===== src/rtl/seven_segment_scan_controller.sv =====
// seven_segment_scan_controller
// Time-multiplexed scan controller for a common-anode seven-segment display.
// Each digit gets a blanking gap followed by a PWM-gated drive slot. New digit
// values are captured into a shadow register and go live only at frame start.
`timescale 1ns/1ps

module seven_segment_scan_controller #(
    parameter int DIGITS       = 4,
    parameter int SLOT_WIDTH   = 8,
    parameter int BLANK_CYCLES = 4,
    parameter int BRIGHT_WIDTH = 4
) (
    input  logic                    clock,
    input  logic                    reset,
    input  logic                    enable,
    input  logic [4*DIGITS-1:0]     digitValues,
    input  logic                    load,
    input  logic [BRIGHT_WIDTH-1:0] brightness,
    output logic                    loadAck,
    output logic [DIGITS-1:0]       anodes,
    output logic [6:0]              segments,
    output logic                    frameStart
);

    localparam int DIGIT_BITS   = (DIGITS > 1) ? $clog2(DIGITS) : 1;
    localparam int BLANK_BITS   = (BLANK_CYCLES > 1) ? $clog2(BLANK_CYCLES) : 1;
    localparam int BRIGHT_SHIFT = SLOT_WIDTH - BRIGHT_WIDTH;

    localparam logic [DIGIT_BITS-1:0] LAST_DIGIT = DIGIT_BITS'(DIGITS - 1);
    localparam logic [BLANK_BITS-1:0] LAST_BLANK = BLANK_BITS'(BLANK_CYCLES - 1);
    localparam logic [SLOT_WIDTH-1:0] LAST_SLOT  = '1;

    // Elaboration-time sanity checks on the parameter set
    if (DIGITS < 2) begin : g_bad_digits
        $error("DIGITS must be at least 2");
    end
    if (BLANK_CYCLES < 1) begin : g_bad_blank
        $error("BLANK_CYCLES must be at least 1");
    end
    if (BRIGHT_WIDTH > SLOT_WIDTH) begin : g_bad_bright
        $error("BRIGHT_WIDTH must not exceed SLOT_WIDTH");
    end

    typedef enum logic [1:0] {
        IDLE,
        BLANK,
        DRIVE
    } state_t;

    state_t                  state;
    state_t                  state_next;
    logic [DIGIT_BITS-1:0]   digit;
    logic [DIGIT_BITS-1:0]   digit_next;
    logic [BLANK_BITS-1:0]   blank_count;
    logic [BLANK_BITS-1:0]   blank_next;
    logic [SLOT_WIDTH-1:0]   slot_count;
    logic [SLOT_WIDTH-1:0]   slot_next;
    logic                    frame_start_next;

    logic [4*DIGITS-1:0]     shadow;
    logic [4*DIGITS-1:0]     active;
    logic [4*DIGITS-1:0]     active_next;
    logic                    pending;
    logic                    commit;
    logic [SLOT_WIDTH-1:0]   threshold;
    logic                    drive_on;
    logic [3:0]              nibble_next;
    logic [DIGITS-1:0]       anodes_next;
    logic [6:0]              segments_next;

    // Standard hex font, active-low gfedcba
    function automatic logic [6:0] hex_to_segments(input logic [3:0] value);
        logic [6:0] pattern;
        case (value)
            4'h0:    pattern = 7'b1000000;
            4'h1:    pattern = 7'b1111001;
            4'h2:    pattern = 7'b0100100;
            4'h3:    pattern = 7'b0110000;
            4'h4:    pattern = 7'b0011001;
            4'h5:    pattern = 7'b0010010;
            4'h6:    pattern = 7'b0000010;
            4'h7:    pattern = 7'b1111000;
            4'h8:    pattern = 7'b0000000;
            4'h9:    pattern = 7'b0010000;
            4'hA:    pattern = 7'b0001000;
            4'hB:    pattern = 7'b0000011;
            4'hC:    pattern = 7'b1000110;
            4'hD:    pattern = 7'b0100001;
            4'hE:    pattern = 7'b0000110;
            default: pattern = 7'b0001110;
        endcase
        return pattern;
    endfunction

    // Scan state, digit index and the blank/slot counters
    always_ff @(posedge clock or posedge reset) begin
        if (reset) begin
            state       <= IDLE;
            digit       <= '0;
            blank_count <= '0;
            slot_count  <= '0;
        end else begin
            state       <= state_next;
            digit       <= digit_next;
            blank_count <= blank_next;
            slot_count  <= slot_next;
        end
    end

    // Next-state logic: blank gap, drive slot, digit advance and frame wrap
    always_comb begin
        state_next       = state;
        digit_next       = digit;
        blank_next       = blank_count;
        slot_next        = slot_count;
        frame_start_next = 1'b0;

        if (!enable) begin
            state_next = IDLE;
            digit_next = '0;
            blank_next = '0;
            slot_next  = '0;
        end else begin
            case (state)
                IDLE: begin
                    state_next       = BLANK;
                    digit_next       = '0;
                    blank_next       = '0;
                    slot_next        = '0;
                    frame_start_next = 1'b1;
                end
                BLANK: begin
                    if (blank_count == LAST_BLANK) begin
                        state_next = DRIVE;
                        blank_next = '0;
                        slot_next  = '0;
                    end else begin
                        blank_next = blank_count + 1'b1;
                    end
                end
                DRIVE: begin
                    if (slot_count == LAST_SLOT) begin
                        state_next = BLANK;
                        slot_next  = '0;
                        blank_next = '0;
                        if (digit == LAST_DIGIT) begin
                            digit_next       = '0;
                            frame_start_next = 1'b1;
                        end else begin
                            digit_next = digit + 1'b1;
                        end
                    end else begin
                        slot_next = slot_count + 1'b1;
                    end
                end
                default: begin
                    state_next = IDLE;
                    digit_next = '0;
                    blank_next = '0;
                    slot_next  = '0;
                end
            endcase
        end
    end

    // Output pre-decode from next-state values so the pins are registered
    always_comb begin
        commit      = frame_start_next && pending;
        active_next = commit ? shadow : active;
        threshold   = SLOT_WIDTH'(brightness) << BRIGHT_SHIFT;
        drive_on    = (state_next == DRIVE) && (slot_next < threshold);

        nibble_next = '0;
        for (int unsigned i = 0; i < DIGITS; i++) begin
            if (digit_next == DIGIT_BITS'(i)) begin
                nibble_next = active_next[4*i +: 4];
            end
        end

        anodes_next = '1;
        for (int unsigned i = 0; i < DIGITS; i++) begin
            if (drive_on && (digit_next == DIGIT_BITS'(i))) begin
                anodes_next[i] = 1'b0;
            end
        end

        segments_next = (state_next == IDLE) ? '1 : hex_to_segments(nibble_next);
    end

    // Load handshake, commit at frame start, and registered pin outputs
    always_ff @(posedge clock or posedge reset) begin
        if (reset) begin
            shadow     <= '0;
            active     <= '0;
            pending    <= 1'b0;
            loadAck    <= 1'b0;
            frameStart <= 1'b0;
            anodes     <= '1;
            segments   <= '1;
        end else begin
            active     <= active_next;
            loadAck    <= commit;
            frameStart <= frame_start_next;
            anodes     <= anodes_next;
            segments   <= segments_next;
            // pending at the start of the cycle decides capture, so a load on
            // the commit edge itself is dropped
            if (commit) begin
                pending <= 1'b0;
            end else if (load && !pending) begin
                shadow  <= digitValues;
                pending <= 1'b1;
            end
        end
    end

endmodule


===== config.mk =====
export PLATFORM = sky130hd
export DESIGN_NAME = seven_segment_scan_controller
export DESIGN_NICKNAME = d
export VERILOG_FILES = /design/src/rtl/seven_segment_scan_controller.sv
export SDC_FILE = /design/constraint.sdc
export NUM_CORES = 1
export LEC_CHECK = 0
export BUFFER_PORTS_ARGS = -buffer_cell sky130_fd_sc_hd__buf_2
export CORE_ASPECT_RATIO = 1.2
export CORE_UTILIZATION = 45
export DETAILED_ROUTE_END_ITERATION = 8
export PLACE_DENSITY = 0.68
export SYNTH_ARGS = -nofsm -noshare
export SYNTH_HDL_FRONTEND = slang
export SYNTH_SLANG_ARGS = --single-unit

===== constraint.sdc =====
create_clock -name clock -period 9.58 [get_ports clock]
set_input_delay 0.479 -clock clock [delete_from_list [all_inputs] [get_ports clock]]
set_output_delay 0.479 -clock clock [all_outputs]
set_load 0.005 [all_outputs]

**Word-level counts from Yosys, hierarchy flattened**

Memory sizes are Yosys's and may differ from the RTL's.
Cells that the tools add are included.

- Register bits: 60
- Bits in latches: 0
- RAM bits: 0
- Bits in read-only memories: 112
- Input bits: 24
- Output and inout port bits: 13
- Word-level logic and storage cells: 72
- Memories: 1

- $add $sub $neg: 3
- Multiply operators: 0
- Divide/modulo/power cells: 0
- $lt $le $gt $ge: 1
- Equal/unequal tests: 10
- Shift-type cells: 0
- Multiplexer cells: 32
- Bitwise operators: 1
- Reductions and logical operators: 13

Memories:

| name | words | width | rd ports | clocked after Yosys merged registers in | wr ports | RTL line | RTL |
|---|---|---|---|---|---|---|---|
| (name not given) | 16 | 7 | 1 | 0 | 0 | 74 | `case (value)` |

Operators by type and width:

| kind | number |
|---|---|
| two-way mux 8 bit | 3 |
| two-way mux 2 bit | 9 |
| two-way mux 16 bit | 1 |
| two-way mux 4 bit | 4 |
| case mux 8 bit (2 select lines) | 1 |
| == test 2 bit, second input constant | 6 |
| two-way mux 1 bit | 9 |
| adder 8 x 1 -> 8 bit, second input constant | 1 |
| == test 8 bit, second input constant | 1 |
| less-than comparator 8 bit | 1 |
| case mux 2 bit (2 select lines) | 2 |
| logical AND 1 bit | 7 |
| two-way mux 7 bit | 1 |
| logical NOT 2 bit | 3 |
| case mux 2 bit (3 select lines) | 1 |
| adder 2 x 1 -> 2 bit, second input constant | 2 |
| == test 2 x 1 -> 1 bit, second input constant | 2 |
| != test 3 bit, second input constant | 1 |
| case mux 1 bit (2 select lines) | 1 |
| AND reduction 2 bit | 1 |
| nonzero test 2 bit | 1 |
| logical NOT 1 bit | 1 |
| NOT 1 bit | 1 |

**Logic depth before layout (Yosys ltp)**

Gate-level depths: netlist (run 1).
An unclocked memory read counts as a cell.

- Depth after elaboration: 13
- Mapped depth: 16
- Mapped depth without buffers: 15

**Least setup slack after synthesis (run 1)**

OpenSTA, ideal clock, no wires.

- Path kind: register -> register
- From: register slot_count[0]
- To: register segments[3]
- Library setup time: 94 ps
- Data arrival time: 2986 ps
- Required time: 9486 ps
- Setup slack: 6501 ps
- Cell stages (with the launch flop): 17
- Buffers on the path: 3
- Cells stage by stage: dfrtp_1 > ha_1 > and4_1 > buf_6 > a41oi_2 > or2_1 > buf_6 > buf_4 > mux2_2 > mux2i_1 > a21oi_1 > inv_1 > ha_1 > inv_1 > and2_1 > a311oi_1 > a31oi_1

- Cells in the longest elaborated chain, start to end: 12
- Elaborated cells between the ends (all ways): 23

Ends and longest elaborated chain:

| element | RTL line | RTL |
|---|---|---|
| from (decl) | 56 | `logic [SLOT_WIDTH-1:0] slot_count;` |
| from (signal assigned) | 106 | `slot_count <= slot_next;` |
| == test 8 bit | 142 | `if (slot_count == LAST_SLOT) begin` |
| two-way mux 1 bit | 142 |  |
| case mux 1 bit (2 select lines) | 124 | `case (state)` |
| two-way mux 1 bit | 118 | `if (!enable) begin` |
| logical AND 1 bit | 168 | `commit = frame_start_next && pending;` |
| two-way mux 16 bit | 169 | `active_next = commit ? shadow : active;` |
| net active_next[1] | 62 | `logic [4*DIGITS-1:0] active_next;` |
| two-way mux 4 bit (4 in a row) | 175 | `if (digit_next == DIGIT_BITS'(i)) begin` |
| memory (16 x 7 bit) | - |  |
| two-way mux 7 bit | 187 | `segments_next = (state_next == IDLE) ? '1 : hex_to_segments(nibble_next);` |
| net segments_next[3] | 69 | `logic [6:0] segments_next;` |
| to (signal assigned) | 205 | `segments <= segments_next;` |
| to (decl) | 21 | `output logic [6:0] segments,` |

The timed path passes the listed nets, and every way through them passes these cells.
A chain may end at the register's enable or synchronous reset.

**Worst setup path in the final report (run 1)**

- From: register slot_count[0]
- To: register segments[3]

- Elaborated cells between the ends (all ways): 23

RTL lines:

| element | RTL line |
|---|---|
| == test 8 bit | 142 |
| two-way mux 1 bit | 142 |
| case mux 1 bit (2 select lines) | 124 |
| two-way mux 1 bit | 118 |
| logical AND 1 bit | 168 |
| two-way mux 16 bit | 169 |
| net active_next[9] | 62 |
| two-way mux 4 bit (2 in a row) | 175 |
| memory (16 x 7 bit) | - |
| two-way mux 7 bit | 187 |
| net segments_next[3] | 69 |

The timed path passes the listed nets, and every way through them passes these cells.

==> results of run 1 <==
cell families (layout without fill, tap and decap cells):
logic type      Yosys count  after routing
flops                    60             60
fa+ha+maj                16             16
mux                      33             33
buf+inv                  27             69
compound gates           57             57
simple gates            112            112
xor+xnor                  2              2
routing by layer:
metal / vias to the layer above / track usage
met1: 1232 / 0.260
met3: 11 / 0.0445
met4: 0 / 0.104
li1: 1190 / -
met5: - / 0
met2: 60 / 0.315
worst register-to-register path: cells and delay by family, from the launching register on:
family | cells | cell delay (ns)
compound gates | 5 | 1.11
fa+ha+maj | 2 | 0.56
buf+inv | 1 | 0.15
flops | 1 | 0.41
mux | 2 | 0.50
simple gates | 2 | 0.89
flip-flops by register name (all words and copies together), names as in the netlist:
register and count:
segments 7, loadAck 1, state 2, shadow 16
pending 1, active 16, frameStart 1, digit 2
anodes 4, slot_count 8, blank_count 2
cells in the final DEF, fill, tap and decap left out, drive strengths merged, types with 2 or more instances in the layout:
master / synthesis / routed
clkinv: 0 / 4
inv: 15 / 15
mux2i: 8 / 8
o221ai: 5 / 5
and2: 5 / 5
a211o: 2 / 2
or4: 2 / 2
nor3: 2 / 2
a2111oi: 3 / 3
nor2b: 8 / 8
dfrtp: 49 / 49
nand2b: 2 / 2
a221oi: 3 / 3
nand2: 42 / 42
ha: 16 / 16
dfstp: 11 / 11
a311oi: 2 / 2
clkbuf: 4 / 11
and4: 3 / 3
o211ai: 3 / 3
buf: 8 / 38
and3: 7 / 7
a21oi: 9 / 9
mux2: 25 / 25
nand4: 2 / 2
o21ai: 10 / 10
nand3: 16 / 16
xnor2: 2 / 2
nor2: 18 / 18
a32o: 2 / 2
o311ai: 2 / 2
a31oi: 6 / 6
synth_stat cells, types with 4 or more instances:
cell type / instances
a21oi_1: 9
a31oi_1: 5
and3_1: 6
buf_6: 6
clkbuf_1: 4
dfrtp_1: 49
dfstp_2: 11
ha_1: 16
inv_1: 12
mux2_2: 24
mux2i_1: 8
nand2_1: 40
nand3_1: 16
nor2_1: 18
nor2b_1: 8
o21ai_0: 10
o221ai_1: 4
stage by stage:
step	cells	worst slack [ns]	hold slack, ns
finish	436	5.90	0.338
floorplan	307	6.50	0.438
detailed placement	420	5.92	0.468
global route	436	5.60	0.349
CTS	436	5.89	0.347
global placement	420	6.03	0.455
power by group through the flow:
stage               Combinational, mW  Sequential, mW  Clock (mW)
floorplan                       0.166           0.348           0
global placement                0.202           0.355           0
detailed placement              0.210           0.358           0
CTS                             0.212           0.353       0.205
global route                    0.236           0.359       0.216
finish                          0.210           0.353       0.200
final cells by class:
type                    instances  area [um^2]  area share
clock buffers                  11          141      0.0384
clock inverters                 5         27.5     0.00748
inverters                      15         56.3      0.0153
multi-input cells             220         1640       0.444
flip-flops and latches         60         1520       0.412
well taps                      87          109      0.0296
repair buffers                 38          195      0.0530
how the worst max path moves through the flow:
stage | to | slack (ns) | cells past startpoint
floorplan | segments[3]$_DFF_PP1_ | 6.50 | 16
global placement | segments[3]$_DFF_PP1_ | 6.03 | 12
detailed placement | segments[3]$_DFF_PP1_ | 5.92 | 12
CTS | segments[3]$_DFF_PP1_ | 5.89 | 12
global route | segments[3]$_DFF_PP1_ | 5.60 | 13
finish | segments[3]$_DFF_PP1_ | 5.90 | 12
==> qor.txt, run 1 <==
# rows: 33
Area of the die: 0.00769 mm^2
Switching share of total power: 0.320
Max-slew headroom: 0.338
RSZ-0062 raised after global routing: false
Synth Area in XOR/XNOR: 0.00531
Syn Nets: 347
Hold-fix buffers at CTS: 0
PortBufs: 36
Complex-gate fraction of the synthesized area: 0.149
Post-synth top flop: dfrtp_1
Worst Path Max Fanout: 18
Placeable Area: 0.00698 mm^2
Syn Area/Cell: 10.8 um^2
Area fraction of the dominant cell type after synthesis: 0.371
Maximum root-to-sink buffer count: 2
H-tree depth: 3
Die W: 80.2 um
Wl on met1: 3110 um
Setup bufs post-CTS: 0
Post-Syn Area: 0.00330 mm^2
Combinational family with the most area after synthesis: simple AND/OR/NAND/NOR gates
Status: complete, no violations
Finished Core Util: 0.527
CP cell instances: ha_1 > and4_1 > a41oi_2 > or2_1 > mux2_2 > a221oi_1 > a21oi_1 > inv_1 > ha_1 > o311a_1 > mux2i_1 > a31oi_1
First-pass GRT wire length: 11,500 um
Max capacitance violation total: 0
Reg-to-reg setup timing slack: 5.90 ns
DR DRC count: 0
Placed inst area: 0.00351 mm^2
Crit path top cell by count: ha_1
Fmax: 272 MHz
Worst hold-check path type: in2async
Metal3 WL: 325 um
Pint: 0.518 mW
Fraction of layout cells with a size suffix above 1: 0.298
#FFs+latches synth: 60
Synth Instances: 307
Maximum vdd drop: 113 uV
Worst-Margin Slew: 0.991 ns
WP buf/inv: 1
Sw power: 0.244 mW
Clock net sink count: 60
Asr flop ratio synth: 1.00
Critical path class: reg2reg
GPL Wtd Cong: 0.830
Design area: 0.00368 mm^2
Crit path launch type: flop
HPWL after DPL: 4870 um
Vias: 2,493
Remaining Overflow, GRT: 0
Setup Viol. Count Final: 0
Area grow syn2layout: 11.4%
Drt wl/cell: 15.8 um
Endpoints failing hold: 0
Synth Warn #: 0
Ranking of synthesized cells by area: dfrtp_1 (37%), dfstp_2 (8.8%), mux2_2 (8.2%), ha_1 (6.1%), nand2_1 (4.5%)
Initial Util: 0.473
Tot Pwr: 0.762 mW
Critical Path RT: 9.85 ns
Total Wirelength: 6900 um
CP Capture Type: flop
Final slew viol count: 0
Clock-pin transition on the worst setup and hold timing paths: 0.07 ns
Mux share of post-synthesis cell area: 0.110
CP Data Arrival Time: 3.95 ns
Crit path max-delay family: compound AO/OA/AOI/OAI gates
DRT Pass-1 Iters: 4
Period minus WS final: 3.68 ns
Die Ht: 95.8 um
Top layer in use: met4
Met2 wire length: 3370 um
Initial antenna violation count: 0
CTS tree: built
Reg-to-Reg End: segments[3]$_DFF_PP1_
DR vias/cell: 5.72
Post-CTS sizing: 0
CTS Buf Count: 9
Pwr/cell area: 207 mW/mm^2
Post-synth EDFFs: 0
TNS Setup: 0 ns
Crit path from: slot_count[0]$_DFFE_PP0P_
Largest net degree at the start of global routing: 61
Reg2reg start: slot_count[0]$_DFFE_PP0P_
ANT cells: 0
Clock network power share: 0.262
Peak per-stage delay on the critical path: 0.60 ns
Synth area leader: dfrtp_1
CP max stage cell: or2_1
Combinational power share: 0.275
Sequential fraction of the synthesis area: 0.459
Ports: 37
Lkg Pwr: 1.63 nW
Synth Area in Simple Gates: 0.171
Crit share post-route: 0.384
Worst Skew: 0.00509 ns
Root Driver: clkbuf_8
Fillers: 638
Vias in the first global route: 2,402
R2R cell count: 12
Yosys cell types: 59
Post-synthesis adder-cell area fraction: 0.0606
Post-layout net count: 384
Total GRT Usage: 0.201
Reg power frac: 0.463
Worst-skew pair later-pin latency: 0.35 ns
Routed Antenna Nets: 0
DRT iter0 DRCs: 173
Power figures use the tool's default switching activity.
==> run 2: changes to the inputs <==
ABC_AREA = 1   (was unset)
clock period = 3.4 ns   (was 9.58 ns; I/O delays follow)
==> run 2 against run 1 <==
Against the previous run:
- core utilization down 0.10 points
- fmax increased by 26%
- clock power increased to 3.3 times the previous value
- critical path type unchanged
==> qor.txt, run 2 <==
Pwr/cell area: 563 mW/mm^2
Largest net degree at the start of global routing: 51
PortBufs: 36
CP Data Arrival Time: 3.20 ns
Hold-fix buffers at CTS: 0
Met2 wire length: 3140 um
Syn Nets: 414
Top layer in use: met4
Max capacitance violation total: 0
DRT iter0 DRCs: 87
Lkg Pwr: 1.92 nW
Placeable Area: 0.00727 mm^2
Most common cell after layout, fill and taps aside: nand2_1
Finished Core Util: 0.526
TNS Setup: 0 ns
Worst-Margin Slew: 1.03 ns
Post-Syn Area: 0.00340 mm^2
Cell with the most instances after synthesis: nand2_1
Pint: 1.43 mW
First-pass GRT wire length: 11,200 um
Metal3 WL: 195 um
Critical path class: reg2reg
Most frequent cells in the layout: nand2_1 (79), dfrtp_1 (49), inv_1 (47)
Worst-skew pair later-pin latency: 0.35 ns
Clock net sink count: 60
#FFs+latches synth: 60
Fmax: 343 MHz
Routed Antenna Nets: 0
Total Wirelength: 6540 um
Synth area leader: dfrtp_1
Wl on met1: 3020 um
ANT cells: 0
Maximum vdd drop: 357 uV
Clock-pin transition on the worst setup and hold timing paths: 0.08 ns
Remaining Overflow, GRT: 0
DR DRC count: 0
Synth Warn #: 0
Asr flop ratio synth: 1.00
Clock network power share: 0.305
Critical Path RT: 3.69 ns
Syn Area/Cell: 9.09 um^2
Total GRT Usage: 0.187
Setup bufs post-CTS: 0
Post-synth top flop: dfrtp_1
Status: complete, no violations
# rows: 34
Yosys cell types: 39
Period minus WS final: 2.92 ns
GPL Wtd Cong: 0.864
H-tree depth: 3
Sequential fraction of the synthesis area: 0.446
CTS tree: built
Combinational power share: 0.257
Worst Skew: 0.0125 ns
Vias: 2,515
Die Ht: 97.2 um
CP Capture Type: flop
Endpoints failing hold: 0
Biggest regs: active (16), shadow (16), slot_count (8)
Initial Util: 0.467
Initial antenna violation count: 0
Crit path launch type: flop
Placed inst area: 0.00363 mm^2
Setup Viol. Count Final: 0
DRT Pass-1 Iters: 4
Fraction of layout cells with a size suffix above 1: 0.320
HPWL after DPL: 4880 um
Root Driver: clkbuf_8
Worst hold-check path type: in2reg
DR vias/cell: 4.94
Reg power frac: 0.437
Die W: 81.3 um
Worst Path Max Fanout: 24
Drt wl/cell: 12.8 um
Vias in the first global route: 2,538
RSZ-0062 raised after global routing: false
Crit share post-route: 0.857
Ranking of synthesized cells by area: dfrtp_1 (36%), nand2_1 (8.7%), dfstp_2 (8.5%), ha_1 (5.9%), inv_1 (5.3%)
Sw power: 0.724 mW
Area grow syn2layout: 12.6%
Maximum root-to-sink buffer count: 2
CTS Buf Count: 9
Max-slew headroom: 0.315
Post-synth EDFFs: 0
Switching share of total power: 0.336
Final slew viol count: 0
Area fraction of the dominant cell type after synthesis: 0.361
Ports: 37
Post-layout net count: 454
Area of the die: 0.00791 mm^2
Design area: 0.00383 mm^2
Synth Instances: 374
Post-CTS sizing: 0
Most frequent cells after synthesis: nand2_1 (79), dfrtp_1 (49), inv_1 (48)
-- run 2: cell types whose count changed after synthesis, sizes merged, moves of 5 or more --
cell and delta:
inv +36, nand3 +12, nor2b -8, a21oi +6
nand4 +12, mux2 -14, and3 -7, nor2 +18
and2 -5, nand2 +68, mux2i -8
-- run 2: worst max-delay path: stages, from the launching register on --
cell and delay (ns):
dfrtp_1 0.42, inv_1 0.10, ha_1 0.33, nand2_1 0.08
inv_1 0.08, nand3_2 0.09, nand2_4 0.14, nand3_4 0.27
nand2_1 0.16, nand2_1 0.11, nand2_1 0.08, nand2_1 0.05
nor2_2 0.25, ha_1 0.27, nand4_1 0.17, nand2_1 0.11
nand2_1 0.05, nand3_1 0.08
-- run 2: final cells by class --
cell class                 count  area (um^2)
clock buffer                   9          124
clock inverter                 7         76.3
fill                         676         3450
inverter                      53          204
multi-input combinational    253         1610
sequential                    60         1520
tap                           90          113
timing repair buffer          37          188
-- run 2: layer usage --
metal / track usage / up-vias
li1: - / 1287
met1: 0.233 / 1164
met2: 0.299 / 47
met3: 0.0357 / 17
met4: 0.102 / 0
met5: 0 / -
-- run 2: power groups by stage --
stage / logic, mW / registers, mW / clock network [mW]
floorplan: 0.442 / 0.939 / 0
global placement: 0.542 / 0.953 / 0
detailed placement: 0.554 / 0.957 / 0
CTS: 0.560 / 0.944 / 0.668
global route: 0.636 / 0.960 / 0.699
finish: 0.555 / 0.943 / 0.658
-- run 2: cells by family after synthesis --
family	synth area share
AO/OA/AOI/OAI	0.0663
XOR/XNOR	0.00258
adder cells (fa/ha/maj)	0.0589
buffers and inverters	0.0810
flip-flops	0.446
multiplexers	0.0364
AND/OR/NAND/NOR	0.309
-- run 2: final timing paths --
check / startpoint / endpoint / slack [ns] / depth (start not counted)
min reg2reg: active[8]$_DFF_PP0_ / active[8]$_DFF_PP0_ / 0.48 / 2
min in group asynchronous: reset / active[11]$_DFF_PP0_ / 0.07 / 2
min: digitValues[13] / shadow[13]$_DFFE_PP0P_ / 0.05 / 2
max in group asynchronous: reset / blank_count[1]$_DFFE_PP0P_ / 2.61 / 3
max: state[0]$_DFF_PP0_ / segments[3]$_DFF_PP1_ / 0.48 / 17
max reg2reg: state[0]$_DFF_PP0_ / segments[3]$_DFF_PP1_ / 0.48 / 17
-- run 2: stage by stage --
| step | power [mW] | setup slack, ns | instances | hold slack (ns) |
|---|---|---|---|---|
| floorplan | 1.38 | 1.10 | 374 | 0.295 |
| global placement | 1.50 | 0.671 | 493 | 0.403 |
| detailed placement | 1.51 | 0.551 | 493 | 0.406 |
| CTS | 2.17 | 0.496 | 509 | 0.0390 |
| global route | 2.30 | 0.132 | 509 | 0.0493 |
| finish | 2.16 | 0.485 | 509 | 0.0489 |
==> run 3: changes to the inputs <==
ABC_AREA = 0   (was 1)
CORE_MARGIN = 5   (was unset)
==> run 3 against run 2 <==
Against the previous run:
- worst hold slack worse by 0.0058 ns
- clock power up 2%
- largest cell class unchanged
- final cell count down 11%
- core utilization up 0.52 points
- cell area down 0.20%
- global-route usage down 2.3 points
- wire length up 5.8%
- die area up 16%
- clock-buffer cell count unchanged
- sequential power up 5.0%
- largest power group unchanged
==> qor.txt, run 3 (same netlist as run 1, synthesis figures left out) <==
Status: complete, no violations
Pint: 1.55 mW
Placed inst area: 0.00360 mm^2
Fin worst setup slack: 0.187 ns
Tot Pwr: 2.29 mW
Most frequent cells in the layout: dfrtp_1 (49), nand2_1 (40), buf_2 (36)
Pre-CTS WS: 0.0276 ns
Fraction of layout cells with a size suffix above 1: 0.332
CP Capture Type: flop
Die W: 88.2 um
Post-layout net count: 396
DRT Pass-1 Iters: 4
Clock net sink count: 60
Routed Antenna Nets: 0
Worst-skew pair later-pin latency: 0.35 ns
Die Ht: 104 um
CP max stage cell: dfrtp_1
CTS Buf Count: 9
Largest net degree at the start of global routing: 48
Design area: 0.00382 mm^2
Critical Path RT: 3.63 ns
Final slew viol count: 0
CTS tree: built
PortBufs: 36
Placeable Area: 0.00719 mm^2
DR vias/cell: 5.55
Reg power frac: 0.432
Finished Core Util: 0.532
Max-slew headroom: 0.323
Critical path class: reg2reg
Total Wirelength: 6920 um
Total GRT Usage: 0.164
Remaining Overflow, GRT: 0
Combinational power share: 0.274
Root Driver: clkbuf_8
Crit share post-route: 0.945
CP Data Arrival Time: 3.45 ns
Vias in the first global route: 2,479
Area of the die: 0.00916 mm^2
Area grow syn2layout: 15.7%
GPL Wtd Cong: 0.807
# rows: 34
Lkg Pwr: 1.70 nW
Worst Skew: 0.00631 ns
Ports: 37
WP buf/inv: 3
Setup Viol. Count Final: 0
Biggest regs: active (16), shadow (16), slot_count (8)
Most common cell after layout, fill and taps aside: dfrtp_1
Pwr/cell area: 599 mW/mm^2
DR DRC count: 0
TNS Setup: 0 ns
Clock network power share: 0.294
Crit path max-delay family: compound AO/OA/AOI/OAI gates
Max capacitance violation total: 0
Hold-fix buffers at CTS: 0
CP cell instances: inv_1 > ha_1 > nand2_1 > a211o_1 > and3_4 > inv_2 > mux2i_1 > o221ai_2 > buf_4 > ha_1 > nor2b_1 > a2111oi_0 > a31oi_1
Sw power: 0.735 mW
ANT cells: 0
Switching share of total power: 0.321
Vias: 2,503
HPWL after DPL: 5080 um
Worst hold-check path type: in2reg
Drt wl/cell: 15.3 um
Initial Util: 0.459
Crit path launch type: flop
Endpoints failing hold: 0
Fmax: 311 MHz
Worst Path Max Fanout: 7
H-tree depth: 3
Period minus WS final: 3.21 ns
Crit path top cell by count: ha_1
Worst-Margin Slew: 1.01 ns
Initial antenna violation count: 0
Maximum root-to-sink buffer count: 2
DRT iter0 DRCs: 110
Clock-pin transition on the worst setup and hold timing paths: 0.08 ns
Maximum vdd drop: 402 uV
Peak per-stage delay on the critical path: 0.42 ns
First-pass GRT wire length: 11,900 um
==> run 3: cell count changes in the layout (fill, tap and decap cells not counted), moves of 11 or more <==
cell | previous run | this run
inv_1 | 47 | 11
nand2_2 | 18 | 0
nand2_4 | 13 | 2
nand2_1 | 79 | 40
mux2_2 | 11 | 24
buf_4 | 1 | 14
==> run 3: final cells by class <==
| type | instances | area, um^2 |
|---|---|---|
| clock buffers | 9 | 124 |
| multi-input cells | 220 | 1640 |
| flip-flops and latches | 60 | 1520 |
| well taps | 90 | 113 |
| fillers | 646 | 3370 |
| clock inverters | 7 | 83.8 |
| repair buffers | 50 | 285 |
| inverters | 15 | 56.3 |
==> run 3: power by group through the flow <==
stage                     Sequential (mW)  Combinational, mW  Clock [mW]
after global routing                 1.01              0.705       0.719
after CTS                           0.992              0.618       0.691
after detailed placement             1.00              0.612           0
final                               0.990              0.627       0.672
after floorplan                     0.980              0.469           0
after global placement               1.00              0.588           0
==> run 3: worst min-delay path, cell delays in order <==
cell	delay, ns
buf_2	0.08
nor2_1	0.03
nor2_1	0.07
==> run 3: what timing repair did <==
item | in CTS | in global routing
pin swaps | 0 | 1
cloned | 0 | 0
buffers inserted | 0 | 1
setup endpoints to repair | 1 | 1
gates resized for setup | 1 | 3
==> run 3: metrics by stage <==
step           std cells  hold slack (ns)
4_1_cts              450           0.0248
2_1_floorplan        307            0.295
6_report             451           0.0431
3_5_place_dp         434            0.403
3_3_place_gp         434            0.400
5_1_grt              451           0.0260
==> run 3: path summary, 6_finish.rpt <==
path	startpoint	endpoint	slack (ns)	cells after the start
min reg2reg	active[11]$_DFF_PP0_	active[11]$_DFF_PP0_	0.47	2
min in group asynchronous	reset	loadAck$_DFF_PP0_	0.05	2
max in group asynchronous	reset	segments[6]$_DFF_PP1_	2.50	3
max reg2reg	state[1]$_DFF_PP0_	segments[3]$_DFF_PP1_	0.19	13
max	state[1]$_DFF_PP0_	segments[3]$_DFF_PP1_	0.19	13
min	load	pending$_DFFE_PP0P_	0.04	3
==> run 3: layer usage <==
layer  share of wire  wire [um]  GRT usage
met1            0.43       2990      0.215
met2            0.50       3460      0.250
met3           0.046        315     0.0397
met4           0.022        155     0.0832
met5               0          0          0
